==> config.mk <==
export PLATFORM = sky130hd
export DESIGN_NAME = menu_controller
export DESIGN_NICKNAME = d
export VERILOG_FILES = /design/src/rtl/menu_pkg.sv /design/src/rtl/menu_path.sv /design/src/rtl/menu_controller.sv
export SDC_FILE = /design/constraint.sdc
export NUM_CORES = 1
export LEC_CHECK = 0
export ABC_AREA = 1
export CORE_MARGIN = 1
export CORE_UTILIZATION = 55
export DETAILED_ROUTE_END_ITERATION = 12
export DONT_BUFFER_PORTS = 1
export PLACE_DENSITY = 0.82
export SYNTH_ARGS = -nofsm -noshare
export SYNTH_HDL_FRONTEND = slang
export SYNTH_SLANG_ARGS = --single-unit
==> constraint.sdc <==
create_clock -name clock -period 2.95 [get_ports clock]
set_input_delay 0.59 -clock clock [delete_from_list [all_inputs] [get_ports clock]]
set_output_delay 0.59 -clock clock [all_outputs]
set_load 0.05 [all_outputs]
==> src/rtl/menu_pkg.sv <==
// menu_pkg: shared definitions for the configuration-menu controller.
//   - page codes as driven on menu_sel
//   - bit positions of each mode inside the one-hot modos vector
//   - controller state encoding
package menu_pkg;

  localparam int unsigned PageW = 3;

  localparam logic [PageW-1:0] PAGE_MODO   = 3'd0;
  localparam logic [PageW-1:0] PAGE_BPM    = 3'd1;
  localparam logic [PageW-1:0] PAGE_TOM    = 3'd2;
  localparam logic [PageW-1:0] PAGE_MUSICA = 3'd3;
  localparam logic [PageW-1:0] PAGE_ERRO   = 3'd4;
  localparam logic [PageW-1:0] PAGE_GRAVA  = 3'd5;

  localparam int unsigned MODE_FREE  = 0;  // free play
  localparam int unsigned MODE_LEARN = 1;  // learn
  localparam int unsigned MODE_REC   = 2;  // record
  localparam int unsigned MODE_PLAY  = 3;  // playback

  typedef enum logic [1:0] {
    StInit = 2'd0,
    StPage = 2'd1,
    StRun  = 2'd2
  } menu_state_e;

endpackage

==> src/rtl/menu_path.sv <==
// menu_path: combinational page-sequence tables, one per mode.
//   modos      - one-hot mode vector (live value from the menu)
//   page       - current page code
//   next_page  - page reached by Enter (meaningless when is_last)
//   prev_page  - page reached by Back (meaningless when is_first)
//   is_last    - Enter on this page completes configuration
//   is_first   - page is MODO, Back does nothing
//   mode_valid - modos is exactly one-hot on a known mode bit
// A page that is not on the selected path falls back to MODO in both directions,
// which covers the mode being changed underneath an open path.
module menu_path
  import menu_pkg::*;
#(
  parameter int unsigned MODO = 4
) (
  input  logic [MODO-1:0]  modos,
  input  logic [PageW-1:0] page,
  output logic [PageW-1:0] next_page,
  output logic [PageW-1:0] prev_page,
  output logic             is_last,
  output logic             is_first,
  output logic             mode_valid
);

  assign mode_valid = $onehot(modos) && (|modos[3:0]);
  assign is_first   = (page == PAGE_MODO);

  always_comb begin
    next_page = PAGE_MODO;
    prev_page = PAGE_MODO;
    is_last   = 1'b0;
    if (mode_valid) begin
      if (modos[MODE_FREE]) begin
        // MODO -> TOM -> RUN
        case (page)
          PAGE_MODO: next_page = PAGE_TOM;
          PAGE_TOM:  begin is_last = 1'b1; next_page = page; prev_page = PAGE_MODO; end
          default:   ;
        endcase
      end else if (modos[MODE_LEARN]) begin
        // MODO -> BPM -> TOM -> MUSICA -> ERRO -> RUN
        case (page)
          PAGE_MODO:   next_page = PAGE_BPM;
          PAGE_BPM:    begin next_page = PAGE_TOM;    prev_page = PAGE_MODO;   end
          PAGE_TOM:    begin next_page = PAGE_MUSICA; prev_page = PAGE_BPM;    end
          PAGE_MUSICA: begin next_page = PAGE_ERRO;   prev_page = PAGE_TOM;    end
          PAGE_ERRO:   begin is_last = 1'b1; next_page = page; prev_page = PAGE_MUSICA; end
          default:     ;
        endcase
      end else if (modos[MODE_REC]) begin
        // MODO -> BPM -> TOM -> GRAVA -> RUN
        case (page)
          PAGE_MODO:  next_page = PAGE_BPM;
          PAGE_BPM:   begin next_page = PAGE_TOM;   prev_page = PAGE_MODO; end
          PAGE_TOM:   begin next_page = PAGE_GRAVA; prev_page = PAGE_BPM;  end
          PAGE_GRAVA: begin is_last = 1'b1; next_page = page; prev_page = PAGE_TOM; end
          default:    ;
        endcase
      end else begin
        // MODE_PLAY: MODO -> MUSICA -> BPM -> RUN
        case (page)
          PAGE_MODO:   next_page = PAGE_MUSICA;
          PAGE_MUSICA: begin next_page = PAGE_BPM; prev_page = PAGE_MODO; end
          PAGE_BPM:    begin is_last = 1'b1; next_page = page; prev_page = PAGE_MUSICA; end
          default:     ;
        endcase
      end
    end
  end

endmodule

==> src/rtl/menu_controller.sv <==
// menu_controller: sequences the configuration menu pages with Enter/Back, gates
// the arrow keys to open pages only, and issues start when configuration ends.
//   clock, reset           - system clock, synchronous active-high reset
//   enter_pressed, back_pressed - key levels, edge-detected internally
//   right_arrow_i, left_arrow_i - raw arrow levels
//   modos                  - one-hot mode read back from the menu
//   game_end               - pulse from the game core, returns to MODO
//   menu_sel               - page select to the menu (0 outside PAGE)
//   load_initial           - one-cycle reload of menu defaults after reset
//   right_arrow_o, left_arrow_o - arrows gated by PAGE state (combinational)
//   page_changed           - pulse whenever a page is (re)entered
//   config_done            - high while in RUN
//   start                  - pulse on entering RUN
module menu_controller
  import menu_pkg::*;
#(
  parameter int unsigned MODO = 4
) (
  input  logic            clock,
  input  logic            reset,
  input  logic            enter_pressed,
  input  logic            back_pressed,
  input  logic            right_arrow_i,
  input  logic            left_arrow_i,
  input  logic [MODO-1:0] modos,
  input  logic            game_end,
  output logic [2:0]      menu_sel,
  output logic            load_initial,
  output logic            right_arrow_o,
  output logic            left_arrow_o,
  output logic            page_changed,
  output logic            config_done,
  output logic            start
);

  menu_state_e      state_q;
  logic [PageW-1:0] page_q;
  logic [2:0]       menu_sel_q;
  logic             load_initial_q;
  logic             page_changed_q;
  logic             config_done_q;
  logic             start_q;
  logic             enter_prev_q;
  logic             back_prev_q;

  logic             enter_pulse;
  logic             back_pulse;
  logic [PageW-1:0] next_page;
  logic [PageW-1:0] prev_page;
  logic             is_last;
  logic             is_first;
  logic             mode_valid;

  assign enter_pulse = enter_pressed & ~enter_prev_q;
  assign back_pulse  = back_pressed & ~back_prev_q;

  menu_path #(
    .MODO(MODO)
  ) u_path (
    .modos     (modos),
    .page      (page_q),
    .next_page (next_page),
    .prev_page (prev_page),
    .is_last   (is_last),
    .is_first  (is_first),
    .mode_valid(mode_valid)
  );

  always_ff @(posedge clock) begin
    if (reset) begin
      state_q        <= StInit;
      page_q         <= PAGE_MODO;
      menu_sel_q     <= PAGE_MODO;
      load_initial_q <= 1'b1;
      page_changed_q <= 1'b0;
      config_done_q  <= 1'b0;
      start_q        <= 1'b0;
      // Preset high so a key held through reset needs a release before it acts.
      enter_prev_q   <= 1'b1;
      back_prev_q    <= 1'b1;
    end else begin
      enter_prev_q   <= enter_pressed;
      back_prev_q    <= back_pressed;
      load_initial_q <= 1'b0;
      page_changed_q <= 1'b0;
      start_q        <= 1'b0;
      case (state_q)
        StInit: begin
          state_q        <= StPage;
          page_q         <= PAGE_MODO;
          menu_sel_q     <= PAGE_MODO;
          page_changed_q <= 1'b1;
        end
        StPage: begin
          // Simultaneous Enter and Back cancel each other.
          if (enter_pulse && !back_pulse) begin
            if (mode_valid) begin
              if (is_last) begin
                state_q       <= StRun;
                page_q        <= PAGE_MODO;
                menu_sel_q    <= PAGE_MODO;
                config_done_q <= 1'b1;
                start_q       <= 1'b1;
              end else begin
                page_q         <= next_page;
                menu_sel_q     <= next_page;
                page_changed_q <= 1'b1;
              end
            end
          end else if (back_pulse && !enter_pulse && !is_first) begin
            page_q         <= prev_page;
            menu_sel_q     <= prev_page;
            page_changed_q <= 1'b1;
          end
        end
        StRun: begin
          // No reload here: selections made on the pages are kept.
          if (game_end) begin
            state_q        <= StPage;
            page_q         <= PAGE_MODO;
            menu_sel_q     <= PAGE_MODO;
            config_done_q  <= 1'b0;
            page_changed_q <= 1'b1;
          end
        end
        default: begin
          state_q        <= StInit;
          load_initial_q <= 1'b1;
        end
      endcase
    end
  end

  assign menu_sel      = menu_sel_q;
  assign load_initial  = load_initial_q;
  assign page_changed  = page_changed_q;
  assign config_done   = config_done_q;
  assign start         = start_q;
  assign right_arrow_o = right_arrow_i & (state_q == StPage);
  assign left_arrow_o  = left_arrow_i & (state_q == StPage);

endmodule

==> out/qor.yml <==
worst_hold_path:
  timing.hold.worst.start: "reset"
  worstHoldPathType: "primary input to flip-flop"
clock_network:
  cts_buffers: 3
  post_cts.resized_instances: 0
  postCtsSetupBuffers: 0
  clock_tree.root_cell: "clkbuf_4"
  h-tree-depth: 1
  cts_buffer_depth: 2
  cts_sinks: 11
  ctsHoldBuffers: 0
  cts_tree: "built"
  cts.reportedPaths.clkPinSlew_ps: 70
  worstSkewPairLatency_ps: 260
sta:
  clock_skew_ps: 3.42
  final-hold-violation-count: 0
  worst_pin_slew_ps: 707
  drv_slew: 0
  unrepaired_setup_endpoints_after_global_routing: "no"
  clock.fmax_mhz: 431
  hold_slack_ps: 380
  setup_viol_count_final: 0
  setup_tns_ps: 0
  timing.final.crit_period_ps: 2320
  timing.final.crit_share: 0.787
  slew_headroom: 0.528
synthesis:
  syn-mean-instance-area_um2: 6.57
  syn-instance-count: 136
  synthesis.nets: 154
  yosysWarnings: 0
  netlist-cell-type-count: 25
  syn-cell-area_um2: 893
  sequential_element_share_of_the_synthesized_area: 0.246
  postSynthRegisterBits: 11
global_routing:
  grt_util_all_layers: 0.221
  grt_first_pass_wirelength_um: 3080
  largest_net_degree_at_the_start_of_global_routing: 9
  initial_antenna_violation_count: 0
  residual_overflow_from_global_routing: 0
  grt_pass1_vias: 772
route:
  detail_route.wl_per_cell_um: 11.4
  via_per_inst: 5.44
  totalWireLength_um: 1800
  dr.pass1.iters: 4
  remaining_drc_errors: 0
  drt.antenna.violating_nets: 0
  num_vias: 860
  drt_iter0_drc: 12
setup_path:
  worst_r2r_startpoint: "menu_sel[2]$_SDFFE_PP0P_"
  cp_max_fo: 5
  cp.required_ps: 3110
  worst_setup_path_end_kind: "flip-flop"
  timing_worst_setup_path_type: "primary input to flip-flop"
  worst_path_arrival_ps: 2480
  critPathLaunchType: "primary input"
  critPathLaunch: "modos[2]"
run:
  maxCapViolations: 0
final_layout:
  syn2layout_area_growth_pct: 6.86
  layout_fillers: 146
  antenna_cells: 0
  final_core_util: 0.634
  area_of_the_multi_input_gates_um2: 598
  ff_latch_area_um2: 220
  finalNetCount: 161
  post_route_cells_drive_above_1_share: 0.190
floorplanning:
  starting_density: 0.593
  design.core.area_um2: 1510
  die_area_um2: 1790
  floorplan.die.width_um: 42.3
  num_io_pins: 20
  dieHeight_um: 42.3
  std_cell_rows: 14
placed_design:
  detailed_place_hpwl_um: 1500
  gp_congestion: 0.873
  numPortBuffers: 0
run_status:
  outcome: "complete, no violations"
pwr:
  leakage_nw: 0.473
  vdd.ir_drop.worst_mv: 0.251
  power_density_nw_per_um2: 477
## critical path: stages
cell      delay, ps
inv_1           140
ha_1            270
ha_1            190
fa_1            350
inv_1            60
nand3_1         110
nor2_4          170
inv_1            70
nand2_1          70
nand3_2          90
o21bai_4        190
o21ai_1         130
nor2_1           50
## sequential cells by signal, indices dropped and copies added (netlist names)
register,count
page_changed,1
config_done,1
menu_sel,3
start,1
load_initial,1
enter_prev_q,1
back_prev_q,1
state_q,2
## stage by stage
step	total power [W]	instance area (µm²)	setup slack [ps]	instances
2_1_floorplan	0.000328	893	508	136
3_3_place_gp	0.000353	928	377	154
3_5_place_dp	0.000357	928	343	154
4_1_cts	0.000456	955	621	158
5_1_grt	0.000486	955	493	158
6_report	0.000455	955	628	158
## synth_stat cells
| cell | count | area, µm² |
|---|---|---|
| nand2_2 | 7 | 43.8 |
| nor3_1 | 2 | 10.0 |
| o21a_1 | 1 | 7.51 |
| inv_1 | 16 | 60.1 |
| o21ai_0 | 3 | 15.0 |
| nor2_4 | 1 | 11.3 |
| nand3_2 | 2 | 20.0 |
| a21oi_2 | 1 | 8.76 |
| nor2_1 | 16 | 60.1 |
| nand4_1 | 1 | 6.26 |
| fa_1 | 1 | 20.0 |
| nand3_1 | 13 | 65.1 |
| nand3b_2 | 1 | 11.3 |
| a21oi_1 | 6 | 30.0 |
| o21bai_4 | 1 | 18.8 |
| nand3_4 | 1 | 17.5 |
| or2_2 | 2 | 12.5 |
| nor2_2 | 1 | 6.26 |
| a31o_2 | 1 | 8.76 |
| dfxtp_1 | 11 | 220 |
| o21ai_1 | 2 | 10.0 |
| ha_1 | 6 | 75.1 |
| nand2_1 | 34 | 128 |
| inv_2 | 4 | 15.0 |
| a31oi_1 | 2 | 12.5 |
## area by class of cell
cell class                      count  share of cell area
Multi-Input combinational cell    105               0.626
Sequential cell                    11               0.231
Inverter                           20              0.0786
Clock buffer                        4              0.0275
Tap cell                           16              0.0210
Timing Repair Buffer                2              0.0157
## logic make-up after synthesis
kind of cell    synth area share
compound gates             0.125
fa+ha+maj                  0.106
buf+inv                   0.0840
flops                      0.246
simple gates               0.438
## where the power goes
group / leakage, nW / internal [W] / switching, W
Clock: 0.0150 / 0.0000521 / 0.0000485
Sequential: 0.0908 / 0.000161 / 0.0000406
Combinational: 0.367 / 0.0000551 / 0.0000977
Total: 0.473 / 0.000268 / 0.000187
## placed cells by master (no fill, tap or decap)
master,synthesis,layout
nand2_1,34,34
inv_1,16,16
nor2_1,16,16
nand3_1,13,13
dfxtp_1,11,11
nand2_2,7,7
a21oi_1,6,6
ha_1,6,6
inv_2,4,4
o21ai_0,3,3
clkbuf_4,0,3
nand3_2,2,2
a31oi_1,2,2
or2_2,2,2
nor3_1,2,2
o21ai_1,2,2
buf_4,0,2
nor2_4,1,1
nor2_2,1,1
nand3b_2,1,1
nand3_4,1,1
o21a_1,1,1
o21bai_4,1,1
nand4_1,1,1
a31o_2,1,1
a21oi_2,1,1
fa_1,1,1
clkbuf_1,0,1
## path summary, 6_finish.rpt
| path | endpoint | slack (ps) | cells past startpoint |
|---|---|---|---|
| worst max-delay path | menu_sel[1]$_SDFFE_PP0P_ | 630 | 13 |
| worst min-delay path | menu_sel[0]$_SDFFE_PP0P_ | 380 | 1 |
| worst max register to register | menu_sel[0]$_SDFFE_PP0P_ | 1070 | 10 |
| worst min register to register | load_initial$_SDFF_PP1_ | 560 | 2 |
## routing by layer
layer | share of wire | global-route usage | up-vias
met2 | 0.49 | 0.354 | 23
met5 | 0 | 0 | -
li1 | - | - | 449
met3 | 0.051 | 0.0388 | 2
met1 | 0.45 | 0.298 | 386
met4 | 0.013 | 0.0813 | 0
No activity file was read; power rests on OpenSTA's default activity.
